$ cat src/rtl/sw_debounce_pkg.sv
// Shared constants and types for the slide-switch debouncer.
//   SW_WIDTH                - number of board slide switches
//   DEFAULT_DEBOUNCE_CYCLES - 10 ms at 50 MHz
//   db_state_e              - per-bit state: IDLE (agrees) / PENDING (change counting)
package sw_pkg;

    localparam int SW_WIDTH                = 10;
    localparam int DEFAULT_DEBOUNCE_CYCLES = 500000;

    typedef enum logic {
        IDLE    = 1'b0,
        PENDING = 1'b1
    } db_state_e;

endpackage

$ cat src/rtl/sw_debounce_bit.sv
// debounce_bit: one switch channel.
//   clk, rst_n - clock, async active-low reset
//   sw         - raw asynchronous switch level
//   clean      - debounced level
//   rise, fall - one-cycle pulses coinciding with the first cycle of a new clean level
//   pending    - sampled level currently disagrees with clean
module debounce_bit
    import sw_pkg::*;
#(
    parameter int DEBOUNCE_CYCLES = DEFAULT_DEBOUNCE_CYCLES
) (
    input  logic clk,
    input  logic rst_n,
    input  logic sw,
    output logic clean,
    output logic rise,
    output logic fall,
    output logic pending
);

    localparam int CW = $clog2(DEBOUNCE_CYCLES + 1);
    // The counter holds the number of disagreeing cycles already seen; the
    // cycle that would bring it to DEBOUNCE_CYCLES accepts the change
    // instead, so it never exceeds DEBOUNCE_CYCLES-1 and cannot wrap.
    localparam logic [CW-1:0] LAST = CW'(DEBOUNCE_CYCLES - 1);

    logic          sync1, sync2;
    logic [CW-1:0] cnt, cnt_nxt;
    logic          clean_nxt, rise_nxt, fall_nxt;
    db_state_e     state;

    assign state   = (sync2 != clean) ? PENDING : IDLE;
    assign pending = (state == PENDING);

    always_comb begin
        cnt_nxt   = '0;
        clean_nxt = clean;
        rise_nxt  = 1'b0;
        fall_nxt  = 1'b0;
        if (state == PENDING) begin
            if (cnt == LAST) begin
                clean_nxt = sync2;
                rise_nxt  = sync2;
                fall_nxt  = ~sync2;
            end else begin
                cnt_nxt = cnt + CW'(1);
            end
        end
    end

    always_ff @(posedge clk or negedge rst_n) begin
        if (!rst_n) begin
            sync1 <= 1'b0;
            sync2 <= 1'b0;
            cnt   <= '0;
            clean <= 1'b0;
            rise  <= 1'b0;
            fall  <= 1'b0;
        end else begin
            sync1 <= sw;
            sync2 <= sync1;
            cnt   <= cnt_nxt;
            clean <= clean_nxt;
            rise  <= rise_nxt;
            fall  <= fall_nxt;
        end
    end

endmodule

$ cat src/rtl/sw_debounce.sv
// sw_debounce: WIDTH independent switch debouncers plus an all-idle flag.
//   CLOCK_50 - clock
//   RESET_N  - async active-low reset
//   SW       - raw bouncing switch levels
//   SW_CLEAN - debounced levels
//   SW_RISE  - per-bit 0->1 pulse on SW_CLEAN
//   SW_FALL  - per-bit 1->0 pulse on SW_CLEAN
//   STABLE   - registered: no channel had a change pending last cycle
module sw_debounce
    import sw_pkg::*;
#(
    parameter int WIDTH           = SW_WIDTH,
    parameter int DEBOUNCE_CYCLES = DEFAULT_DEBOUNCE_CYCLES
) (
    input  logic             CLOCK_50,
    input  logic             RESET_N,
    input  logic [WIDTH-1:0] SW,
    output logic [WIDTH-1:0] SW_CLEAN,
    output logic [WIDTH-1:0] SW_RISE,
    output logic [WIDTH-1:0] SW_FALL,
    output logic             STABLE
);

    logic [WIDTH-1:0] pending;

    for (genvar i = 0; i < WIDTH; i++) begin : g_bit
        debounce_bit #(
            .DEBOUNCE_CYCLES(DEBOUNCE_CYCLES)
        ) u_bit (
            .clk    (CLOCK_50),
            .rst_n  (RESET_N),
            .sw     (SW[i]),
            .clean  (SW_CLEAN[i]),
            .rise   (SW_RISE[i]),
            .fall   (SW_FALL[i]),
            .pending(pending[i])
        );
    end

    always_ff @(posedge CLOCK_50 or negedge RESET_N) begin
        if (!RESET_N) STABLE <= 1'b1;
        else          STABLE <= ~|pending;
    end

endmodule

$ cat config.mk
export PLATFORM = sky130hd
export DESIGN_NAME = sw_debounce
export DESIGN_NICKNAME = d
export VERILOG_FILES = /design/src/rtl/sw_debounce_pkg.sv /design/src/rtl/sw_debounce_bit.sv /design/src/rtl/sw_debounce.sv
export SDC_FILE = /design/constraint.sdc
export NUM_CORES = 1
export LEC_CHECK = 0
export BUFFER_PORTS_ARGS = -buffer_cell sky130_fd_sc_hd__buf_2
export CORE_UTILIZATION = 67
export DETAILED_ROUTE_END_ITERATION = 10
export GPL_TIMING_DRIVEN = 0
export PLACE_DENSITY = 0.82
export REMOVE_ABC_BUFFERS = 1
export SYNTH_ARGS = -nofsm -noshare
export SYNTH_HDL_FRONTEND = slang
export SYNTH_HIERARCHICAL = 1
export SYNTH_SLANG_ARGS = --single-unit
$ cat constraint.sdc
create_clock -name CLOCK_50 -period 4 [get_ports CLOCK_50]
set_clock_uncertainty 0.2 [all_clocks]
set_input_delay 0.6 -clock CLOCK_50 [delete_from_list [all_inputs] [get_ports CLOCK_50]]
set_output_delay 0.6 -clock CLOCK_50 [all_outputs]
set_load 0.005 [all_outputs]
==> results of run 1 <==
[through the flow]
stage | instance area [um2] | power, uW | utilization (%)
after floorplan | 11700 | 2620 | -
after CTS | 13400 | 5600 | 77.3
after detailed placement | 12200 | 2700 | 70.6
after global placement | 12200 | 2690 | 70.4
final | 13400 | 5530 | 77.3
after global routing | 13400 | 5710 | 77.3
[per-layer routing]
layer / wire [um] / track usage, % / up-vias
met5: 0 / 0 / -
met4: 490 / 7.18 / 0
met3: 947 / 4.24 / 42
met2: 11300 / 44.3 / 161
met1: 10300 / 36.5 / 4136
li1: - / - / 3934
[worst paths after layout]
path                                             startpoint  depth (start not counted)                          endpoint  slack [ns]
min                          g_bit[0].u_bit/sync1$_DFF_PN0_                          0    g_bit[0].u_bit/sync2$_DFF_PN0_        0.14
max in group asynchronous                           RESET_N                          3  g_bit[2].u_bit/cnt[15]$_DFF_PN0_        1.98
max reg2reg                g_bit[7].u_bit/cnt[11]$_DFF_PN0_                          4  g_bit[7].u_bit/cnt[17]$_DFF_PN0_        1.64
min in group asynchronous                           RESET_N                          2  g_bit[5].u_bit/cnt[16]$_DFF_PN0_        0.53
min reg2reg                  g_bit[0].u_bit/sync1$_DFF_PN0_                          0    g_bit[0].u_bit/sync2$_DFF_PN0_        0.14
max                        g_bit[7].u_bit/cnt[11]$_DFF_PN0_                          4  g_bit[7].u_bit/cnt[17]$_DFF_PN0_        1.64
[kinds of logic after synthesis]
logic type               share of synthesized area (%)
AND/OR/NAND/NOR                                   28.6
multiplexers                                      1.27
AO/OA/AOI/OAI                                     6.76
flip-flops                                        50.9
buffers and inverters                             1.79
XOR/XNOR                                          9.61
adder cells (fa/ha/maj)                           1.06
[flip-flops by register name, summed over array words and instances, names as in the netlist]
name               count
g_bit.u_bit/clean     10
g_bit.u_bit/sync1     10
g_bit.u_bit/cnt      190
STABLE                 1
g_bit.u_bit/sync2     10
g_bit.u_bit/fall      10
g_bit.u_bit/rise      10
[power by group through the flow]
| stage | Sequential (uW) | Combinational (uW) | Clock [uW] |
|---|---|---|---|
| after floorplan | 2540 | 71.8 | 0 |
| after global placement | 2550 | 143 | 0 |
| after detailed placement | 2550 | 150 | 0 |
| after global routing | 2510 | 179 | 3020 |
| after CTS | 2510 | 161 | 2930 |
| final | 2510 | 157 | 2870 |
[final cells by class]
cell class	count	area, um2	share of cell area, %
repair buffers	54	358	2.68
clock buffers	30	686	5.13
clock inverters	18	368	2.75
multi-input cells	783	5610	41.9
flip-flops and latches	241	6030	45.1
inverters	10	37.5	0.281
well taps	225	282	2.11
[cells in the final DEF (no fill, tap or decap), drive strengths merged, types with 21 or more instances in the layout]
| cell type | synthesis | layout |
|---|---|---|
| nor2 | 130 | 130 |
| nand4 | 40 | 40 |
| xor2 | 70 | 70 |
| dfrtp | 240 | 240 |
| o21ai | 40 | 40 |
| a21oi | 50 | 50 |
| xnor2 | 60 | 60 |
| clkbuf | 0 | 30 |
| nor4 | 21 | 21 |
| nand3 | 60 | 60 |
| buf | 30 | 43 |
| or3 | 30 | 30 |
| nand2 | 70 | 70 |
| or4 | 32 | 32 |
==> impl_results.md, run 1 <==
- Worst setup path class: reg2reg
- Final Setup Violations: 0
- Syn-to-layout area delta: 12.8%
- # hold bufs at CTS: 11
- Pre-Repair DR Iteration Count: 5
- Core Box Area: 17300 um2
- Post_cts resized: 0
- Top-count cell post-synth: dfrtp_1
- Share of layout cells above drive strength 1: between 15 and 20%
- TNS Setup: 0 ns
- Max IR drop VDD: ~0.44 mV
- Final std cells w/o fill: 1361
- Clock insertion delay at the later pin of the skew report: 0.54 ns
- Syn avg cell area: 11.1 um2
- Setup WS pre-CTS: 1.73 ns
- DIE AREA: 18200 um2
- Synthesis-stage register bit count: around 240
- Worst Tran Pin Value: 1.00 ns
- Number of global-route vias before repair: 8217
- Count of unique library cells instantiated by Yosys: 35
- Vias: 8273
- Root buf cell: clkbuf_16
- CP top delay family: compound AO/OA/AOI/OAI gates
- Leakage: roughly 0.0056 uW
- Crit path required time: 4.13 ns
- Unrepaired setup endpoints after global routing: no
- CTS tree: done
- Pwr Density: 414 nW/um2
- Avg WL per Cell: around 17 um
- Starting density of the core: 68.5%
- Worst Setup End Kind: flop
- Yosys warns: 6
- Sequential share of the synthesized area: 50.9%
- Status: completed
- Largest net degree at the start of global routing: approximately 130
- Slew HR: 33.0%
- Diode count: 0
- Final Cycle Share: 59.0%
- DRC: 0
- # port buffers: 42
- Clk slew on worst S/H paths: 0.06 ns
- Clk sinks: 241
- Period minus WS final: ~2.4 ns
- IO Count: 43
- Crit-path cells: nor4b_4 -> nand2_2 -> o41ai_4 -> a21oi_1
- Iteration-0 DRC Markers: between 400 and 500
- Mapped cell area: 11900 um2
- Switch Pwr: 1120 uW
- Hold WS: 0.144 ns
- Die Span Y: 135 um
- Nets: roughly 1100
- Initial antenna violation count: 0
- Main area contributors after synthesis: dfrtp_1, xor2_1, xnor2_1
- Fraction of registers with async set/reset: 100%
- CTS Buf Count: 26
- Hold Path Class: reg2reg
- Top FF cell, synth: dfrtp_1
- Sequential power share: 45.4%
- Buf+Inv Stages, Crit Path: 0
- Crit-path slowest cell: o41ai_4
- Number of synthesized flops with an enable pin: 0
- Max FO, Critical Path: 17
- Placed cell count: about 1300
- Logic pwr share: between 2 and 3%
- Final wirelength: 23.1 mm
- Startpoint Class: flop
- Half-perimeter wire length after placement: between 10 and 15 mm
- GP Congestion: 0.834
- Final worst slack: about 1.6 ns
- Vias per inst: 6.08
- CTS H-tree depth: 1
- Pint: roughly 4400 uW
- GRT overflow: 0
- Row count: 48
- Fill cells: 1126
- Post-CTS setup buffer count: 0
- Die Width: 135 um
- Max incr delay on CP: 0.95 ns
- Net Sw Frac: 20.3%
- Clk pwr share: 51.8%
- First-pass GRT wire length: around 40 mm
- Synth cell count leaders: dfrtp_1, nor2_1, xor2_1
- F_max: between 400 and 500 MHz
- Clock Path Buffers: 3
- Arrival time worst endpoint: 2.49 ns
- Leading area contributor after synthesis: dfrtp_1
- Max-slew violations: 0
- GRT Util Overall: 26.6%
- Antenna Nets Post-Route: 0
- Max Cap Viol: 0
- Post-Synthesis Cells: roughly 1100
- Post-synth top area share: 50.7%
- Final Hold Viols: 0
Power figures use the tool's default switching activity.
==> run 2, diff against run 1 <==
--- a/config.mk
+++ b/config.mk
@@ -6,10 +6,10 @@
 export NUM_CORES = 1
 export LEC_CHECK = 0
 export BUFFER_PORTS_ARGS = -buffer_cell sky130_fd_sc_hd__buf_2
-export CORE_UTILIZATION = 67
+export CORE_UTILIZATION = 62
 export DETAILED_ROUTE_END_ITERATION = 10
 export GPL_TIMING_DRIVEN = 0
-export PLACE_DENSITY = 0.82
+export PLACE_DENSITY = 0.77
 export REMOVE_ABC_BUFFERS = 1
 export SYNTH_ARGS = -nofsm -noshare
 export SYNTH_HDL_FRONTEND = slang
==> constraint.sdc (replaced) <==
create_clock -name CLOCK_50 -period 2.5 [get_ports CLOCK_50]
set_clock_uncertainty 0.2 [all_clocks]
set_input_delay 0.375 -clock CLOCK_50 [delete_from_list [all_inputs] [get_ports CLOCK_50]]
set_output_delay 0.375 -clock CLOCK_50 [all_outputs]
set_load 0.005 [all_outputs]
==> run 2 against run 1 <==
Non-clock buffer count is the same. Clock power grew 32%. Cell area shrank 1.4%. Worst setup slack lost 1.4 ns. Combinational power grew 57%. Core utilization shrank 6.8 points. Total power grew 45%. Critical path type unchanged.
==> impl_results.md, run 2 (same netlist as run 1, synthesis figures left out) <==
- Reg with most FFs: g_bit.u_bit/cnt
- Commonest cells after routing, fill and taps aside: dfrtp_1, nor2_1, xor2_1, nand2_1, xnor2_1
- # port buffers: 42
- Startpoint Class: flop
- CTS tree: done
- Initial antenna violation count: 0
- DIE AREA: 19700 um2
- GRT overflow: 0
- Core Box Area: between 15000 and 20000 um2
- Vias: 8037
- Pre-Repair DR Iteration Count: 5
- Max-slew violations: 0
- Final Cycle Share: between 90% and 100%
- Clock insertion delay at the later pin of the skew report: 0.52 ns
- First-pass GRT wire length: 38.1 mm
- Crit-path cells: nor4b_4 -> nand2_2 -> o41ai_4 -> nor2_1
- Die Span Y: around 140 um
- Leakage: 0.00557 uW
- Max FO, Critical Path: 17
- Largest net degree at the start of global routing: around 130
- Final Hold Viols: 0
- IO Count: 43
- DRC: 0
- Nets: 1138
- Clk sinks: 241
- Crit-path slowest cell: o41ai_4
- Arrival time worst endpoint: 2.45 ns
- GP Congestion: 0.805
- Antenna Nets Post-Route: 0
- Pwr Density: slightly above 600 nW/um2
- CTS Buf Count: 26
- Worst setup path class: reg2reg
- Crit path required time: around 2.7 ns
- CTS H-tree depth: 1
- Die Width: 140 um
- Clock Path Buffers: 3
- Root buf cell: clkbuf_16
- Unrepaired setup endpoints after global routing: no
- Starting density of the core: 63.4%
- Max reg flops: between 150 and 200
- Iteration-0 DRC Markers: 347
- Diode count: 0
- Hold WS: 0.146 ns
- Period minus WS final: about 2.3 ns
- Worst Tran Pin Value: 0.966 ns
- Share of layout cells above drive strength 1: 16.3%
- Half-perimeter wire length after placement: about 14 mm
- Worst Setup End Kind: flop
- Avg WL per Cell: 15.8 um
- Number of global-route vias before repair: 8009
- Clk slew on worst S/H paths: 0.06 ns
- GRT Util Overall: 23.2%
- Max IR drop VDD: around 0.54 mV
- Status: completed
- Most common cell after layout, fill and taps aside: dfrtp_1
- Share of the core filled with cells: 70.5%
- Post-CTS setup buffer count: 0
- Max incr delay on CP: 0.92 ns
- Syn-to-layout area delta: 11.2%
- Buf+Inv Stages, Crit Path: 0
- Hold Path Class: reg2reg
- Final wirelength: between 20 and 25 mm
- Final Setup Violations: 0
- Max Cap Viol: 0
- Row count: 50
- F_max: roughly 430 MHz
- CP top delay family: compound AO/OA/AOI/OAI gates
- Slew HR: 35.4%
- Vias per inst: about 6
## run 2: cell type report
cell class / count / area (um2)
fill: 1355 / 5520
timing repair buffer: 54 / 358
clock inverter: 6 / 61.3
tap: 234 / 293
inverter: 10 / 37.5
clock buffer: 40 / 795
sequential: 241 / 6030
multi-input combinational: 783 / 5610
## run 2: routing by layer
layer	track usage, %	vias to the layer above	share of wire, %
li1	-	3909	-
met1	32.2	3994	47
met2	38.5	97	48
met3	3.08	37	2.7
met4	6.42	0	2.4
met5	0	-	0
## run 2: report_power, final
part / internal [uW] / switching (uW) / leakage, uW
registers: 3960 / 54.7 / 0.00329
logic: 80.7 / 165 / 0.00185
clock network: 2280 / 1500 / 0.000426
total: 6320 / 1720 / 0.00557
## run 2: through the flow
| stage | setup WS (ns) | TNS [ns] | instances | instance area (um2) | total power (uW) |
|---|---|---|---|---|---|
| after floorplan | 0.516 | 0 | 1034 | 11700 | 4180 |
| after global placement | -3.32 | -795.22 | 1310 | 12200 | 4310 |
| after detailed placement | 0.195 | 0 | 1311 | 12200 | 4320 |
| after CTS | 0.192 | 0 | 1368 | 13200 | 8140 |
| after global routing | 0.0333 | 0 | 1368 | 13200 | 8330 |
| final | 0.199 | 0 | 1368 | 13200 | 8040 |
## run 2: worst register-to-register path, stage by stage, from the launching register on
cell     delay (ns)
dfrtp_1        0.46
nor4b_4        0.30
nand2_2        0.11
o41ai_4        0.92
nor2_1         0.14
## run 2: worst paths after layout
check	startpoint	endpoint	slack (ns)	cells after the start
max	g_bit[0].u_bit/cnt[12]$_DFF_PN0_	g_bit[0].u_bit/cnt[3]$_DFF_PN0_	0.20	4
min	g_bit[6].u_bit/sync1$_DFF_PN0_	g_bit[6].u_bit/sync2$_DFF_PN0_	0.15	0
min in group asynchronous	RESET_N	g_bit[5].u_bit/cnt[15]$_DFF_PN0_	0.27	2
max in group asynchronous	RESET_N	g_bit[1].u_bit/cnt[13]$_DFF_PN0_	0.69	3
max reg2reg	g_bit[0].u_bit/cnt[12]$_DFF_PN0_	g_bit[0].u_bit/cnt[3]$_DFF_PN0_	0.20	4
min reg2reg	g_bit[6].u_bit/sync1$_DFF_PN0_	g_bit[6].u_bit/sync2$_DFF_PN0_	0.15	0
## run 2: what timing repair did
item	CTS	global route
resized for setup	0	0
hold buffers	11	0
endpoints found under the hold margin	125	0
setup endpoints to repair	0	0
==> run 3, diff against run 2 <==
--- a/config.mk
+++ b/config.mk
@@ -9,7 +9,7 @@
 export CORE_UTILIZATION = 62
 export DETAILED_ROUTE_END_ITERATION = 10
 export GPL_TIMING_DRIVEN = 0
-export PLACE_DENSITY = 0.77
+export PLACE_DENSITY = 0.85
 export REMOVE_ABC_BUFFERS = 1
 export SYNTH_ARGS = -nofsm -noshare
 export SYNTH_HDL_FRONTEND = slang
==> run 3 against run 2 <==
Non-clock buffer count increased by 1. Cell area increased by 0.24%. Worst setup slack got worse by 0.0062 ns. Critical endpoint is now g_bit[9].u_bit/cnt[11]$_DFF_PN0_. Maximum frequency decreased by 0.27%. Highest routed layer unchanged. Largest cell class unchanged.
==> impl_results.md, run 3 (same netlist as run 1, synthesis figures left out) <==
- Status: completed
- Min-delay src: g_bit[3].u_bit/sync1$_DFF_PN0_
- IO Count: 43
- First-pass GRT wire length: about 38 mm
- Syn-to-layout area delta: 11.5%
- Final wirelength: between 20 and 25 mm
- Nets: 1139
- Largest net degree at the start of global routing: between 100 and 150
- Clk sinks: 241
- Startpoint Class: flop
- TNS Setup: 0 ns
- # hold bufs at CTS: 11
- Pwr Density: 610 nW/um2
- Hold Path Class: reg2reg
- Share of layout cells above drive strength 1: 16.4%
- Worst Reg-to-Reg Cells: 4
- Arrival time worst endpoint: 2.46 ns
- Max-slew violations: 0
- Crit path required time: 2.65 ns
- Row count: 50
- Root buf cell: clkbuf_16
- Dpl cell area: 12200 um2
- DRC: 0
- Initial antenna violation count: 0
- Fin area: between 10000 and 15000 um2
- Iteration-0 DRC Markers: 509
- CTS H-tree depth: 1
- Reg with most FFs: g_bit.u_bit/cnt
- Final Cycle Share: 92.3%
- Placed cell count: ~1300
- Hold Path Cell Cnt: 0
- Clock Path Buffers: 3
- Slew HR: a little over a third
- Crit Reg-Reg Endpoint: g_bit[9].u_bit/cnt[11]$_DFF_PN0_
- Final std cells w/o fill: 1371
- Starting density of the core: 63.4%
- Unrepaired setup endpoints after global routing: no
- GP Congestion: 0.816
- Post_cts resized: 0
- Number of global-route vias before repair: 8037
- F_max: about 430 MHz
- Pre-Repair DR Iteration Count: 5
- Final Hold Viols: 0
- Critical R2R Launch: g_bit[9].u_bit/cnt[11]$_DFF_PN0_
- Period minus WS final: approximately 2.3 ns
- GRT Util Overall: 23.4%
- # port buffers: 42
- Die Span Y: 140 um
- Max reg flops: 190
- Diode count: 0
- Worst setup path class: reg2reg
- Fill cells: 1300
- Clock insertion delay at the later pin of the skew report: between 0.5 and 0.6 ns
- DIE AREA: 19700 um2
- Vias: 8162
- Post-CTS setup buffer count: 0
- Die Width: about 140 um
- Avg WL per Cell: 16.0 um
- Clk slew on worst S/H paths: 0.06 ns
- Max FO, Critical Path: 17
- Antenna Nets Post-Route: 0
- Most common cell after layout, fill and taps aside: dfrtp_1
- CTS Buf Count: 26
- WHS Endpoint: g_bit[3].u_bit/sync2$_DFF_PN0_
- Max Cap Viol: 0
- Core Box Area: roughly 19000 um2
- Final Setup Violations: 0
- Worst Setup End Kind: flop
- Commonest cells after routing, fill and taps aside: dfrtp_1, nor2_1, xor2_1, nand2_1, xnor2_1
- CTS tree: done
- Vias per inst: 5.95
- Half-perimeter wire length after placement: 14.4 mm
- Leakage: roughly 0.0056 uW
- Reg2Reg Setup Slack: 0.19 ns
- Max IR drop VDD: 0.618 mV
- Worst Tran Pin Value: 0.961 ns
- GRT overflow: 0
run 3: cell types whose count changed in the layout (fill, tap and decap cells not counted):
cell        change
clkinvlp_4      +3
inv_6           +1
clkbuf_1        +1
clkbuf_8        -4
bufinv_16       +1
inv_8           -1
clkinv_2        +1
buf_16          +1
run 3: how the worst max path moves through the flow:
| stage | start | end | slack [ns] | cells past startpoint |
|---|---|---|---|---|
| after global placement | RESET_N | g_bit[8].u_bit/sync1$_DFF_PN0_ | -3.27 | 1 |
| after global routing | g_bit[7].u_bit/cnt[14]$_DFF_PN0_ | g_bit[7].u_bit/cnt[10]$_DFF_PN0_ | 0.06 | 4 |
| after detailed placement | g_bit[7].u_bit/cnt[10]$_DFF_PN0_ | g_bit[7].u_bit/cnt[13]$_DFF_PN0_ | 0.25 | 4 |
| after CTS | g_bit[9].u_bit/cnt[11]$_DFF_PN0_ | g_bit[9].u_bit/cnt[11]$_DFF_PN0_ | 0.18 | 4 |
| after floorplan | g_bit[2].u_bit/cnt[0]$_DFF_PN0_ | g_bit[2].u_bit/cnt[18]$_DFF_PN0_ | 0.52 | 5 |
| final | g_bit[9].u_bit/cnt[11]$_DFF_PN0_ | g_bit[9].u_bit/cnt[11]$_DFF_PN0_ | 0.19 | 4 |
run 3: layer usage:
| metal | share of wire, % | up-vias | GRT usage (%) |
|---|---|---|---|
| met3 | 3.1 | 34 | 3.18 |
| met1 | 46 | 4053 | 32.1 |
| li1 | - | 3933 | - |
| met4 | 2.0 | 0 | 6.94 |
| met5 | 0 | - | 0 |
| met2 | 49 | 142 | 39.1 |
run 3: critical path: stages, from the launching register on:
cell     delay [ns]
dfrtp_1        0.44
nor4b_4        0.30
nand2_2        0.11
o41ai_4        0.91
nor2_1         0.17
run 3: final cells by class:
class                           count  area (um2)  share of cell area [%]
Sequential cell                   241        6030                    45.6
Multi-Input combinational cell    783        5610                    42.4
Clock buffer                       37         743                    5.62
Timing Repair Buffer               55         385                    2.92
Tap cell                          234         293                    2.22
Clock inverter                     11         116                   0.881
Inverter                           10        37.5                   0.284
run 3: where the power goes:
group	leakage (uW)	total, uW	internal, uW	switching [uW]
combinational	0.00186	253	85.6	168
clock	0.000415	3790	2280	1510
sequential	0.00329	4010	3960	57.4
total	0.00557	8060	6320	1740
run 3: metrics by stage:
step	hold WS, ns	utilization (%)	setup WS, ns	power (uW)
2_1_floorplan	-0.121	-	0.516	4180
3_3_place_gp	0.132	65.1	-3.27	4310
3_5_place_dp	0.137	65.5	0.248	4330
4_1_cts	0.151	70.6	0.183	8150
5_1_grt	0.152	70.6	0.0605	8340
6_report	0.149	70.6	0.193	8060
